===== config.mk =====
export PLATFORM = sky130hd
export DESIGN_NAME = hw_ctrl
export DESIGN_NICKNAME = d
export VERILOG_FILES = /design/src/rtl/hw_ctrl.sv
export SDC_FILE = /design/constraint.sdc
export NUM_CORES = 1
export LEC_CHECK = 0
export CORE_UTILIZATION = 43
export DETAILED_ROUTE_END_ITERATION = 6
export PLACE_DENSITY = 0.67
export SKIP_CTS_REPAIR_TIMING = 1
export SYNTH_ARGS = -nofsm -noshare
export SYNTH_HDL_FRONTEND = slang
export SYNTH_SLANG_ARGS = --single-unit

===== constraint.sdc =====
create_clock -name clk -period 5.26 [get_ports clk]
set_input_delay 0.789 -clock clk [delete_from_list [all_inputs] [get_ports clk]]
set_output_delay 0.789 -clock clk [all_outputs]
set_load 0.02 [all_outputs]

===== src/rtl/hw_ctrl.sv =====
// ---------------------------------------------------------------------------
// HwCtrl -- highway / farm-way junction controller
//
// The highway keeps GREEN for at least LONG_CYC cycles.  Once that minimum
// dwell has elapsed, a car waiting on the farm way starts a SHORT_CYC-cycle
// YELLOW, after which the highway goes RED.  On entry to RED the farm-way
// controller receives a one-cycle invk_fw grant.  The farm-way controller
// hands the junction back by asserting invk_hw, which returns the highway
// to GREEN.  If no hand-back arrives within RED_MAX cycles of RED, the
// sticky fault flag is raised.  The highway nevertheless stays RED until a
// hand-back arrives.
//
// Parameters
//   LONG_CYC  : minimum highway-green dwell in clk cycles (1..2^TW-1)
//   SHORT_CYC : highway-yellow dwell in clk cycles        (1..2^TW-1)
//   RED_MAX   : hand-back watchdog limit in clk cycles    (1..2^TW-1)
//   TW        : width of the internal dwell timer
//
// Ports
//   clk       in   clock, rising-edge active
//   reset     in   synchronous, active-high reset
//   car_on_fw in   farm-way car sensor (synchronous to clk)
//   invk_hw   in   hand-back from the farm-way controller (pulse or level)
//   invk_fw   out  registered 1-cycle pulse in the first RED cycle
//   hw_light  out  highway lamp: 0=RED, 1=GREEN, 2=YELLOW
//   fw_active out  high while the highway is RED
//   fault     out  sticky watchdog flag, cleared only by reset
// ---------------------------------------------------------------------------
module hw_ctrl #(
    parameter int LONG_CYC  = 16,
    parameter int SHORT_CYC = 4,
    parameter int RED_MAX   = 64,
    parameter int TW        = 8
) (
    input  logic       clk,
    input  logic       reset,
    input  logic       car_on_fw,
    input  logic       invk_hw,
    output logic       invk_fw,
    output logic [1:0] hw_light,
    output logic       fw_active,
    output logic       fault
);

    localparam logic [1:0] ST_GREEN  = 2'd0;
    localparam logic [1:0] ST_YELLOW = 2'd1;
    localparam logic [1:0] ST_RED    = 2'd2;

    localparam logic [1:0] LIGHT_RED    = 2'd0;
    localparam logic [1:0] LIGHT_GREEN  = 2'd1;
    localparam logic [1:0] LIGHT_YELLOW = 2'd2;

    localparam logic [TW-1:0] GREEN_LIM  = TW'(LONG_CYC - 1);
    localparam logic [TW-1:0] YELLOW_LIM = TW'(SHORT_CYC - 1);
    localparam logic [TW-1:0] RED_LIM    = TW'(RED_MAX - 1);

    logic [1:0]    state;
    logic [1:0]    state_nxt;
    logic [TW-1:0] cnt;
    logic [TW-1:0] cnt_lim;
    logic          green_done;
    logic          yellow_done;
    logic          red_return;
    logic          wd_expire;

    // The timer stops at the limit of whichever state we are in.  It must
    // never wrap, because the GREEN exit test and the watchdog test both
    // look for cnt sitting exactly on that limit.
    always_comb begin
        cnt_lim = GREEN_LIM;
        case (state)
            ST_YELLOW: cnt_lim = YELLOW_LIM;
            ST_RED:    cnt_lim = RED_LIM;
            default:   cnt_lim = GREEN_LIM;
        endcase
    end

    // Transition conditions.  Each condition is qualified by the state it
    // belongs to, so car_on_fw is only acted on in GREEN and invk_hw is only
    // acted on in RED.  Nothing is latched from the other states.  A
    // hand-back in the same cycle as the watchdog limit wins, so that cycle
    // does not count as an expiry.
    always_comb begin
        green_done  = (state == ST_GREEN)  && (cnt == GREEN_LIM) && car_on_fw;
        yellow_done = (state == ST_YELLOW) && (cnt == YELLOW_LIM);
        red_return  = (state == ST_RED)    && invk_hw;
        wd_expire   = (state == ST_RED)    && (cnt == RED_LIM) && !invk_hw;
    end

    // Next-state selection.  The three conditions are mutually exclusive
    // because each one requires a different current state.
    always_comb begin
        state_nxt = state;
        if (green_done) begin
            state_nxt = ST_YELLOW;
        end else if (yellow_done) begin
            state_nxt = ST_RED;
        end else if (red_return) begin
            state_nxt = ST_GREEN;
        end
    end

    // State, timer, grant pulse and sticky fault.
    // - The timer restarts at 0 whenever the state is about to change, so it
    //   reads 0 in the first cycle of every state.
    // - invk_fw is registered from the YELLOW exit, which makes it high in
    //   exactly the first RED cycle.
    // - fault is only ever set here; reset is the only thing that clears it.
    always_ff @(posedge clk) begin
        if (reset) begin
            state   <= ST_GREEN;
            cnt     <= '0;
            invk_fw <= 1'b0;
            fault   <= 1'b0;
        end else begin
            state <= state_nxt;
            if (state_nxt != state) begin
                cnt <= '0;
            end else if (cnt != cnt_lim) begin
                cnt <= cnt + 1'b1;
            end
            invk_fw <= yellow_done;
            if (wd_expire) begin
                fault <= 1'b1;
            end
        end
    end

    // The lamp and fw_active are decoded purely from the state register,
    // so no input reaches an output without first passing through a flop.
    always_comb begin
        hw_light = LIGHT_GREEN;
        case (state)
            ST_YELLOW: hw_light = LIGHT_YELLOW;
            ST_RED:    hw_light = LIGHT_RED;
            default:   hw_light = LIGHT_GREEN;
        endcase
        fw_active = (state == ST_RED);
    end

endmodule


== Word level (Yosys, flattened, before mapping) ==
Cells that the tools add are included.

* Flip-flop bits (word level): 12
* Input port bits: 4
* Output and inout port bits: 5
* Logic and storage cells: 26

* Add/subtract/negate cells: 1
* Equality and inequality tests: 7
* Mux-type cells: 5
* Reduce and logical (&&, ||, !) cells: 9

{| class="wikitable"
|+ Operator list
! operator !! number
|-
| $pmux W6 S2 || 1
|-
| $add A8 B1 Y8 const B || 1
|-
| $eq A8 B2 Y1 const B || 1
|-
| $eq A8 B4 Y1 const B || 1
|-
| $eq A8 B6 Y1 const B || 1
|-
| $ne A8 B8 Y1 || 1
|-
| $logic_and A1 B1 Y1 || 6
|-
| $mux W2 || 3
|-
| $pmux W2 S2 || 1
|-
| $eq A2 B1 Y1 const B || 1
|-
| $eq A2 B2 Y1 const B || 1
|-
| $logic_not A2 Y1 || 1
|-
| $ne A2 B2 Y1 || 1
|-
| $reduce_or A2 Y1 || 1
|-
| $logic_not A1 Y1 || 1
|}

== Depth between registers and ports, before layout ==
* Depth in word-level cells: 7
* Mapped depth: 6
* Gate-level depth less buffers: 6

== Worst setup path after synthesis ==
Ideal clock, no wire load.

* Kind: register to register
* Start point: register state[1]
* End point: register cnt[6]
* Library setup time: 143 ps
* Arrival: 2,017 ps
* Required time: 5,117 ps
* Slack: 3,100 ps
* Cell stages (with the launch flop): 7
* Buffers on the path: 0
* Period minus slack after synthesis: 2,160 ps
* Path through: dfxtp_1 -> inv_1 -> ha_1 -> or3b_4 -> or4_4 -> o211ai_4 -> nor4_2

* Longest elaborated chain between the ends: 7
* Elaborated cells between the ends (all ways): 14
* Those cells by class: eq/ne: 4; mux: 4; reduce/logical: 6

{| class="wikitable"
|+ Ends and longest elaborated chain
! element !! line !! RTL
|-
| from (decl) || 57 || <nowiki>logic [1:0] state;</nowiki>
|-
| from (signal assigned) || 116 || <nowiki>state <= state_nxt;</nowiki>
|-
| $eq A2 B2 Y1 || 71, 86 ||
|-
| $logic_and A1 B1 Y1 || 86 || <nowiki>red_return = (state == ST_RED) && invk_hw;</nowiki>
|-
| $mux W2 || 98 || <nowiki>end else if (red_return) begin</nowiki>
|-
| $mux W2 || 96 || <nowiki>end else if (yellow_done) begin</nowiki>
|-
| $mux W2 || 94 || <nowiki>if (green_done) begin</nowiki>
|-
| $ne A2 B2 Y1 || 117 || <nowiki>if (state_nxt != state) begin</nowiki>
|-
| $reduce_or A2 Y1 (no source line) || - ||
|-
| to (signal assigned) || 120 || <nowiki>cnt <= cnt + 1'b1;</nowiki>
|-
| to (decl) || 59 || <nowiki>logic [TW-1:0] cnt;</nowiki>
|}

Parallel ways exist; a longest one is shown, timed or not.
A chain may end at the register's enable or synchronous reset.

== Final worst setup path ==
* Start point: register state[0]
* End point: output hw_light[0]

* Longest elaborated chain between the ends: 2
* Elaborated cells between the ends (all ways): 3
* Those cells by class: eq/ne: 2; mux: 1

{| class="wikitable"
|+ Ends and longest elaborated chain
! element !! line !! RTL
|-
| $eq A2 B2 Y1 or $eq A2 B1 Y1 (tied branches) || 133 || <nowiki>case (state)</nowiki>
|-
| $pmux W2 S2 (*) || 133 ||
|-
| to (decl) || 40 || <nowiki>output logic [1:0] hw_light,</nowiki>
|}

Every way passes the cells marked *; elsewhere a longest branch is shown, timed or not.

==> results.py <==
metrics = {
    "final_layout": {
        "drive_gt1_frac": 0.170,
        "multi_input_area_sq_um": 468,
        "fin_area_sq_um": 863,
        "ff_latch_area_sq_um": 240,
        "nets": 98,
        "fill_cells": 138,
        "fin_cells": 104,
        "area_delta_synth_final_pct": 17.1,
        "diodes": 0,
    },
    "timing": {
        "setup_tns_ns": 0,
        "slew_headroom": 0.517,
        "finalHoldViolations": 0,
        "finalCritPeriodShare": 0.477,
        "drv_slew": 0,
        "rsz0062_at_grt": "no",
        "max_slew.worst_pin.slew_ns": 0.704,
        "maxClockFrequency_ghz": 0.399,
        "setup_violations": 0,
        "finClkSkew_ns": 0.00451,
        "fin_crit_ns": 2.51,
    },
    "yosys": {
        "ys_seq_area_frac": 0.326,
        "synth_top_area_share": 0.326,
        "ys_ff_latch": 12,
        "yosys_warnings": 0,
        "synthFlopType": "dfxtp_1",
        "synth_edf_count": 0,
        "synth.largest_area_cell": "dfxtp_1",
        "avgSynthCellArea_sq_um": 9.45,
        "synth_fp_nets": 87,
        "synthArstFlopShare": 0,
        "syn-instance-count": 78,
        "synthTopCellsByCount": "dfxtp_1 (12), nor2_1 (6)",
        "yosysMostFrequentCell": "dfxtp_1",
        "synth.area.top_cells": "dfxtp_1 (33%), ha_1 (8.5%), a211oi_1 (5.1%)",
        "synth_cell_types": 32,
        "syn-cell-area_sq_um": 737,
    },
    "worst_hold_path": {
        "holdPathEnd": "fault",
        "hold_start": "fault",
        "whs_path_depth": 2,
        "hold_path_class": "register to register",
    },
    "detailed_routing": {
        "dr.pass1.iters": 4,
        "dr.first_iter.drc_count": 21,
        "post-route-drc-count": 0,
        "final_antenna_net_count": 0,
        "via_per_inst": 5.70,
        "drt-wirelength-per-cell_um": 12.9,
        "vias": 593,
        "drt_wl_total_mm": 1.34,
    },
    "place": {
        "dp.final_hpwl_mm": 1.05,
        "portBuffers": 8,
        "place.gp.congestion": 0.716,
        "placed_area_sq_um": 827,
        "dpl.cell_count": 100,
    },
    "global_route": {
        "antenna_found_initial": 0,
        "grtUsageTotal": 0.170,
        "grt-ovfl-total": 0,
        "grt_max_degree": 10,
        "grt_pass1_wl_mm": 2.43,
        "grt_pass1_vias": 566,
    },
    "worst_setup_path": {
        "crit_path_top_delay_cell": "clkdlybuf4s50_1",
        "cpMostUsedCell": "inv_1",
        "end_kind": "primary output",
        "crit_path_max_incr_delay_ns": 0.59,
        "path_class": "register to primary output",
        "worst-path-buf-inv": 3,
        "cp_cell_sequence": "inv_1 -> ha_1 -> inv_1 -> clkdlybuf4s50_1",
        "r2r_start": "cnt[0]",
        "critPathMaxFanout": 5,
        "r2r-end": "cnt[7]",
        "crit_required_ns": 4.47,
        "arrival_ns": 1.72,
        "reg2reg_setup_slack_ns": 3.00,
        "cpLargestDelayFamily": "buffers and inverters",
        "start_kind": "register",
        "reg2reg_depth": 5,
    },
    "status": {
        "status": "finished, final reports clean",
    },
    "power": {
        "p_leak_uw": 0.000279,
        "max-vdd-ir-drop_mv": 0.136,
        "powerDensity_nw_per_um2": 205,
    },
    "cts": {
        "insertion_delay_ns": 0.27,
        "cts.path.max_buffers": 2,
        "htree_num_levels": 1,
        "cts_buffers": 3,
        "cts_sinks": 12,
        "cts_tree": "yes",
        "clk_pin_slew_worst_paths_ns": 0.08,
        "root_buffer": "clkbuf_4",
    },
    "floorplanning": {
        "die_w_um": 43.4,
        "std_cell_rows": 14,
        "start_util": 0.473,
        "dieArea_sq_um": 1880,
        "core_region_area_sq_um": 1560,
        "die_h_um": 43.4,
        "io_pins": 9,
    },
    "job": {
        "cap_viol_max_count": 0,
    },
}
==> placed cells by master, fill, tap and decap left out, types with 2 or more instances in the layout <==
cell	netlist	final
xnor2_1	2	2
clkbuf_4	0	3
ha_1	5	5
clkdlybuf4s50_1	0	8
inv_1	5	5
nand3_1	4	4
a211oi_1	5	5
or3_1	3	3
nor3_1	4	4
or3b_4	2	2
mux2i_1	2	2
o21ai_0	3	3
nor2_1	6	6
or2_2	2	2
nand2_1	5	5
dfxtp_1	12	12
==> metrics by stage <==
stage	util	setup slack [ns]	hold slack, ns	power, uW
after floorplan	-	3.10	0.489	103
after global placement	0.530	2.70	0.458	107
after detailed placement	0.530	2.67	0.468	107
after CTS	0.554	2.74	0.492	181
after global routing	0.554	2.66	0.517	186
final	0.554	2.75	0.484	177
==> worst reg2reg max path, delay by kind of cell (launching register included) <==
kind,cells,cell delay (ns)
DFF,1,0.37
adders and majority gates,1,0.21
and+or+nand+nor,3,0.88
muxes,1,0.66
==> sequential cells by signal (all words and copies together), names as in the netlist <==
register and cells:
fault 1, state 2, invk_fw 1, cnt 8
==> worst max path at each step <==
stage / startpoint / to / slack, ns / depth (start not counted)
detailed placement: car_on_fw / cnt[7] / 2.67 / 5
floorplan: state[1] / cnt[6] / 3.10 / 6
global route: state[0] / hw_light[0] / 2.66 / 4
finish: state[0] / hw_light[0] / 2.75 / 4
CTS: state[0] / hw_light[0] / 2.74 / 4
global placement: car_on_fw / cnt[1] / 2.70 / 5
==> final cells by class <==
cell class / instances / share of cell area
Multi-Input combinational cell: 59 / 0.542
Inverter: 5 / 0.0217
Sequential cell: 12 / 0.278
Clock buffer: 4 / 0.0420
Tap cell: 16 / 0.0232
Timing Repair Buffer: 8 / 0.0928
==> power by group <==
group / internal (uW) / leakage, uW / switching (uW)
sequential: 92.7 / 0.0000973 / 2.07
clock: 42.1 / 0.0000210 / 30.1
combinational: 5.45 / 0.000161 / 4.92
total: 140 / 0.000279 / 37.1
==> per-layer routing <==
metal	up-vias	track usage	part of all wire
met3	0	0.0667	0.053
met2	17	0.276	0.46
li1	311	-	-
met4	0	0.0188	0
met1	265	0.223	0.49
met5	-	0	0
==> cell families after synthesis <==
family,after synthesis,synth area share
and+or+nand+nor,34,0.292
AOI/OAI and AO/OA,15,0.195
DFF,12,0.326
muxes,2,0.0272
adders and majority gates,5,0.0849
buffers and inverters,7,0.0390
xor gates and xnor gates,3,0.0357
(Power assumes the default switching activity.)
